`src/rtl/midori_sbox_scheduler.sv`:
```
// Round scheduler for a shared, pipelined Midori64 S-box datapath.
// Each round issues the 16 state nibbles one per cycle into the S-box
// pipeline. It then waits for the pipeline to drain, fires the linear layer
// once, and moves on to the next round until the encryption completes.
module midori_sbox_scheduler #(
    parameter int NIBBLES = 16,
    parameter int STAGES  = 2,
    parameter int ROUNDS  = 16
) (
    input  logic              clk,
    input  logic              rst_n,
    input  logic              start,
    output logic              busy,
    output logic              done,
    output logic              nib_valid_in,
    output logic [3:0]        nib_sel_in,
    output logic [STAGES-1:0] stage_en,
    output logic              nib_wr_en,
    output logic [3:0]        nib_sel_out,
    output logic              lin_en,
    output logic [3:0]        round,
    output logic              last_round
);

    typedef enum logic [2:0] {
        S_IDLE,
        S_SBOX,
        S_DRAIN,
        S_LIN,
        S_DONE
    } state_t;

    localparam logic [3:0] LAST_NIB   = 4'(NIBBLES - 1);
    localparam logic [1:0] LAST_DRAIN = 2'(STAGES - 1);
    localparam logic [3:0] LAST_ROUND = 4'(ROUNDS - 1);

    state_t      state_reg;
    logic [3:0]  issue_cnt_reg;
    logic [1:0]  drain_cnt_reg;

    // Pipeline tracking: valid bits and nibble indices ride alongside the data.
    logic [STAGES-1:0] v_reg;
    logic [STAGES-1:0] v_next;
    logic [3:0]        idx_reg  [STAGES];
    logic [3:0]        idx_next [STAGES];

    // Control FSM; every output is registered so the datapath sees clean enables.
    always_ff @(posedge clk) begin
        if (!rst_n) begin
            state_reg     <= S_IDLE;
            issue_cnt_reg <= 4'd0;
            drain_cnt_reg <= 2'd0;
            busy          <= 1'b0;
            done          <= 1'b0;
            nib_valid_in  <= 1'b0;
            nib_sel_in    <= 4'd0;
            lin_en        <= 1'b0;
            round         <= 4'd0;
            last_round    <= 1'b0;
        end else begin
            done   <= 1'b0;
            lin_en <= 1'b0;
            case (state_reg)
                S_IDLE: begin
                    if (start) begin
                        state_reg     <= S_SBOX;
                        round         <= 4'd0;
                        issue_cnt_reg <= 4'd0;
                        busy          <= 1'b1;
                        nib_valid_in  <= 1'b1;
                        nib_sel_in    <= 4'd0;
                        last_round    <= (LAST_ROUND == 4'd0);
                    end
                end
                S_SBOX: begin
                    if (issue_cnt_reg == LAST_NIB) begin
                        state_reg     <= S_DRAIN;
                        drain_cnt_reg <= 2'd0;
                        nib_valid_in  <= 1'b0;
                        nib_sel_in    <= 4'd0;
                    end else begin
                        issue_cnt_reg <= issue_cnt_reg + 4'd1;
                        nib_sel_in    <= issue_cnt_reg + 4'd1;
                    end
                end
                S_DRAIN: begin
                    // The final drain cycle carries the last write-back, so the
                    // linear layer only ever sees a fully substituted state.
                    if (drain_cnt_reg == LAST_DRAIN) begin
                        state_reg <= S_LIN;
                        lin_en    <= 1'b1;
                    end else begin
                        drain_cnt_reg <= drain_cnt_reg + 2'd1;
                    end
                end
                S_LIN: begin
                    if (round == LAST_ROUND) begin
                        state_reg  <= S_DONE;
                        done       <= 1'b1;
                        busy       <= 1'b0;
                        last_round <= 1'b0;
                    end else begin
                        state_reg     <= S_SBOX;
                        round         <= round + 4'd1;
                        last_round    <= ((round + 4'd1) == LAST_ROUND);
                        issue_cnt_reg <= 4'd0;
                        nib_valid_in  <= 1'b1;
                        nib_sel_in    <= 4'd0;
                    end
                end
                S_DONE: begin
                    state_reg <= S_IDLE;
                end
                default: begin
                    state_reg <= S_IDLE;
                end
            endcase
        end
    end

    // Shift inputs: stage 0 takes the issued nibble, later stages take their predecessor.
    genvar gi;
    generate
        for (gi = 0; gi < STAGES; gi++) begin : g_pipe
            if (gi == 0) begin : g_head
                assign v_next[gi]   = nib_valid_in;
                assign idx_next[gi] = nib_sel_in;
            end else begin : g_body
                assign v_next[gi]   = v_reg[gi-1];
                assign idx_next[gi] = idx_reg[gi-1];
            end
            assign stage_en[gi] = v_next[gi];
        end
    endgenerate

    // Advance the valid/index shadow pipeline; reset discards in-flight nibbles.
    always_ff @(posedge clk) begin
        if (!rst_n) begin
            v_reg <= '0;
            for (int i = 0; i < STAGES; i++) begin
                idx_reg[i] <= 4'd0;
            end
        end else begin
            v_reg <= v_next;
            for (int i = 0; i < STAGES; i++) begin
                idx_reg[i] <= idx_next[i];
            end
        end
    end

    assign nib_wr_en   = v_reg[STAGES-1];
    assign nib_sel_out = idx_reg[STAGES-1];

endmodule
```
`config.mk`:
```
export PLATFORM = sky130hd
export DESIGN_NAME = midori_sbox_scheduler
export DESIGN_NICKNAME = d
export VERILOG_FILES = /design/src/rtl/midori_sbox_scheduler.sv
export SDC_FILE = /design/constraint.sdc
export NUM_CORES = 1
export LEC_CHECK = 0
export CELL_PAD_IN_SITES_DETAIL_PLACEMENT = 1
export CELL_PAD_IN_SITES_GLOBAL_PLACEMENT = 1
export CORE_MARGIN = 2
export CORE_UTILIZATION = 39
export CTS_CLUSTER_SIZE = 25
export DETAILED_ROUTE_END_ITERATION = 8
export PLACE_DENSITY_LB_ADDON = 0.1
export SLEW_MARGIN = 20
export SYNTH_ARGS = -nofsm -noshare
export SYNTH_HDL_FRONTEND = slang
export SYNTH_SLANG_ARGS = --single-unit
```
`constraint.sdc`:
```
create_clock -name clk -period 1.69 [get_ports clk]
set_input_delay 0.507 -clock clk [delete_from_list [all_inputs] [get_ports clk]]
set_output_delay 0.507 -clock clk [all_outputs]
set_load 0.02 [all_outputs]
```
* After elaboration in Yosys (flattened, before gate mapping)
Memory sizes are Yosys's and may differ from the RTL's.
Index checks and enable logic that the tools add are counted.
** Operators by class
- Bitwise gates (word level) :: 2
- Add/sub/neg operators :: 3
- Reductions and logical operators :: 14
- Equality and inequality tests :: 14
- Mux-type cells :: 31
** Operators with widths (number)
- 2-to-1 mux 4 bit :: 7
- case mux 4 bit (3 select lines) :: 2
- AND reduction 3 bit :: 5
- inequality test 2 bit, second input constant :: 7
- == test 4 bit, second input constant :: 3
- 2-to-1 mux 3 bit :: 4
- case mux 3 bit (4 select lines) :: 1
- 2-to-1 mux 1 bit :: 10
- adder 4 x 1 -> 4 bit, second input constant :: 2
- case mux 4 bit (2 select lines) :: 1
- AND reduction 4 bit :: 2
- == test 3 x 2 -> 1 bit, second input constant :: 2
- AND reduction 2 bit :: 3
- 2-to-1 mux 2 bit :: 2
- case mux 1 bit (2 select lines) :: 2
- case mux 2 bit (2 select lines) :: 1
- nonzero test 2 bit :: 2
- == test 3 x 1 -> 1 bit, second input constant :: 1
- zero test 3 bit :: 1
- case mux 1 bit (3 select lines) :: 1
- nonzero test 3 bit :: 1
- adder 2 x 1 -> 2 bit, second input constant :: 1
- == test 2 x 1 -> 1 bit, second input constant :: 1
- OR 1 bit :: 2
** Word-level totals
- Bits in writable memories :: 8
- Memories :: 1
- Bits of input ports :: 3
- Register bits :: 24
- Word-level logic and storage cells :: 76
** Memory list
- idx_reg :: words 2, bits a word 4, read ports 2, clocked after Yosys merged registers in 0, write ports 2, RTL line 44 : logic [3:0] idx_reg [STAGES];

* Depth between registers and ports, before layout
- Word-level depth :: 4
- Gate-level depth with buffers :: 6
- Depth with buffers taken out :: 6

* Worst setup path after synthesis
Ideal clock, no wire load.
- Path type :: flip-flop to flip-flop
- Start :: register round[1]
- End :: register issue_cnt_reg[2]
- Setup slack :: -0.002 ns
- Arrival :: 1.573 ns
- Stages on the path, launching flop included :: 6
- Data required time :: 1.571 ns
- Library setup time :: 0.119 ns
- Cell sequence :: dfxtp_1 ha_1 nand4_1 a31oi_2 nor2_1 o221a_2
** Between the ends
- Word-level cells in the longest chain between the ends :: 3
** RTL lines
- start, declared :: RTL line 21 : output logic [3:0] round,
- start signal, assigned :: RTL line 104 : round <= round + 4'd1;
- == test 4 bit :: RTL line 97 : if (round == LAST_ROUND) begin
- inequality test 2 bit (no line)
- AND reduction 4 bit (no line)
- end signal, assigned :: RTL line 82 : issue_cnt_reg <= issue_cnt_reg + 4'd1;
- end, declared :: RTL line 38 : logic [3:0] issue_cnt_reg;
No other way between the ends.
A chain may end at the register's enable or synchronous reset.

* Final worst setup path
- Start :: input start
- End :: register round[1]
** Between the ends
- Word-level cells in the longest chain between the ends :: 2
** RTL lines
- start, declared :: RTL line 12 : input logic start,
- inequality test 2 bit (no line)
- AND reduction 3 bit (no line)
No other way between the ends.

==> impl_results.md <==
- Starting Density: 41.2%
- Worst R2R Start: round[1]
- Yosys top cell by area: dfxtp_1
- Reg2reg setup slack: 0.15 ns
- Setup bufs post-CTS: 0
- Die H: 63.6 um
- Int Pwr: 1.05 mW
- Inst Count DP: 218
- Clock root buffer: clkbuf_4
- Sequential power share: 57.1%
- Finished Cell Area: 1720 um2
- Clk buf depth: 2
- CTS H-tree depth: 2
- Leak pwr: 0.741 nW
- RSZ-0062 raised after global routing: no
- Crit path launch: start
- Worst hold start: idx_reg[0][1]
- Post-Synthesis Cells: 151
- Port buffer count: 22
- Share of the synthesized area in the top cell type: 46.2%
- Post-Syn Area: 1390 um2
- Top_reg_cell synth: dfxtp_1
- Clock sink count: 32
- Via count: 1124
- First-pass GRT wire length: 5220 um
- CTS tree: done
- Top Ports: 23
- CTS Buf Count: 5
- Critical path fanouts, max: 5
- Detailed placement HPWL: 2280 um
- Worst path bufs/invs: 1
- RePlAce Congestion: 0.810
- Drt wl/cell: 13.3 um
- Number of synthesized register bits: 32
- Critical Path, Cell by Cell: clkdlybuf4s50_1 -> or4b_4 -> o21ai_4 -> mux2i_1 -> nor2_1
- FF-to-FF End: issue_cnt_reg[2]
- Area growth, synth to finish: 24.1%
- Relative slew slack: 75.0%
- Pre-antenna DRT Iters: 4
- Crit path to: round[1]
- Pwr Density: 796 nW/um2
- Reg2Reg Depth: 5
- Async set-or-reset flop fraction in the synthesized netlist: 0%
- Nets@finish: 186
- Comb power frac: 8.2%
- Max Fclk: 600 MHz
- HP Class: reg2reg
- Vias per cell: 5.00
- Post-Place Cell Area: 1670 um2
- Antenna fix cells: 0
- Pin count of the biggest net entering global routing: 12
- Total negative slack: 0 ns
- Tightest Pin Transition: 0.374 ns
- Mapped Nets: 158
- Worst path depth: 5
- Ranking of synthesized cells by area: dfxtp_1, and2_1, nor2_1, a21oi_1, ha_1
- Critical Path AT: 1.89 ns
- Clock Latency Late Sink: 0.32 ns
- Tmin final: 1.67 ns
- Filler cell count: 432
- VDD IR max: 0.317 mV
- P_sw: 0.317 mW
- Antenna-violating nets left: 0
- Number of max-cap violations: 0
- Max reg flops: 8
- GRT overflow: 0
- Starting DRT DRC Count: 26
- Post-synthesis sequential area ratio: 46.2%
- Netlist cell types: 34
- Slowest CP cell: clkdlybuf4s50_1
- Clock power frac: 34.7%
- Synth warnings: 0
- Period utilization: 98.7%
- Crit path launch type: input pin
- CP Capture Type: register
- Routed WL: 3000 um
- Placement Rows: 21
- Core Area: 3360 um2
- Worst slack at placement: -0.325 ns
- Final WS setup: 0.0223 ns
- Share of cells above drive strength 1: 17.9%
- Sw frac: 23.1%
- Syn avg cell area: 9.18 um2
- CP top delay family: simple AND/OR/NAND/NOR gates
- Number of enable flip-flop cells after synthesis: 0
- Initial antenna violation count: 0
- Final Skew: 0.0153 ns
- Vias in the first global route: 1117
- Fin. max-slew vios: 0
- Status: finished, final reports clean
- Die footprint: 4050 um2
- Crit-path max cell delay: 0.50 ns
- Hold Vio Cnt, Final: 0
- # DRC: 0
- Layout Cells excl Fill: 225
- Worst Path Required: 1.91 ns
- Final hold slack: 0.448 ns
- Total power: 1.37 mW
- Post-Route Utilization: 51.2%
- Critical path type: in2reg
- Tot GR Track Use: 16.7%
- CTS clock-pin slew for the worst setup and hold paths: 0.10 ns
- Die X: 63.6 um
- # setup viols final: 0
## cell usage in the layout, fill, tap and decap left out, types with 2 or more instances in the layout
cell and n:
nand3b_1 2, o21ai_0 7, nand3_1 6, inv_1 8, clkdlybuf4s50_1 2, nand2_1 10, o221a_2 3, and2_1 10
buf_4 12, and3_1 3, dlygate4sd2_1 20, nand4_1 2, or2_2 2, clkbuf_4 5, nor3_1 4, clkbuf_8 2
a31oi_1 4, a21oi_1 10, dfxtp_1 30, nor2_1 14, ha_1 4, a31oi_4 2, mux2i_1 2, dfxtp_2 2
xnor2_1 3
## cell families (layout without fill, tap and decap cells)
kind of cell	after synthesis	count (layout)	synth area share, %
xor gates and xnor gates	3	3	1.90
buffers and inverters	21	49	8.84
adders and majority gates	4	4	3.61
DFF	32	32	46.2
muxes	2	2	1.44
AOI/OAI and AO/OA	30	30	15.3
and+or+nand+nor	59	59	22.7
## power groups by stage
stage	sequential, mW	clock, mW	combinational (mW)
6_report	0.783	0.475	0.113
5_1_grt	0.787	0.530	0.123
4_1_cts	0.783	0.499	0.113
3_5_place_dp	0.801	0	0.121
3_3_place_gp	0.800	0	0.118
2_1_floorplan	0.803	0	0.0799
## how the worst min path moves through the flow
stage	end	slack, ns	depth (start not counted)
floorplan	idx_reg[0][4]	0.41	1
global placement	idx_reg[0][6]	0.41	1
detailed placement	idx_reg[0][6]	0.43	1
CTS	idx_reg[0][6]	0.46	1
global route	idx_reg[0][4]	0.48	1
finish	idx_reg[0][5]	0.45	1
## cells in the mapped netlist, drive strengths merged, types with 3 or more instances
cell	n
o221a	3
clkbuf	5
o21ai	8
nor3	4
a21oi	11
xnor2	3
a31oi	6
and2	10
buf	8
dfxtp	32
and3	3
nor2	14
inv	8
ha	4
nand3	6
nand2	10
## metal layers
metal | up-vias | part of all wire [%] | GRT usage, %
met5 | - | 0 | 0
met4 | 0 | 1.8 | 6.52
li1 | 568 | - | -
met1 | 524 | 48 | 21.1
met2 | 26 | 47 | 27.0
met3 | 6 | 2.9 | 4.46
## final cells by class
class | instances | area, um2 | area share [%]
Sequential cell | 32 | 643 | 37.4
Multi-Input combinational cell | 98 | 639 | 37.2
Timing Repair Buffer | 34 | 285 | 16.6
Clock buffer | 7 | 65.1 | 3.78
Tap cell | 46 | 57.6 | 3.35
Inverter | 8 | 30.0 | 1.75
## repair_timing
item | 4_1_cts | 5_1_grt
pin swaps | 0 | 1
gates resized for setup | 20 | 3
setup endpoints to repair | 20 | 4
hold buffers | 0 | 0
No activity file was read; power rests on OpenSTA's default activity.
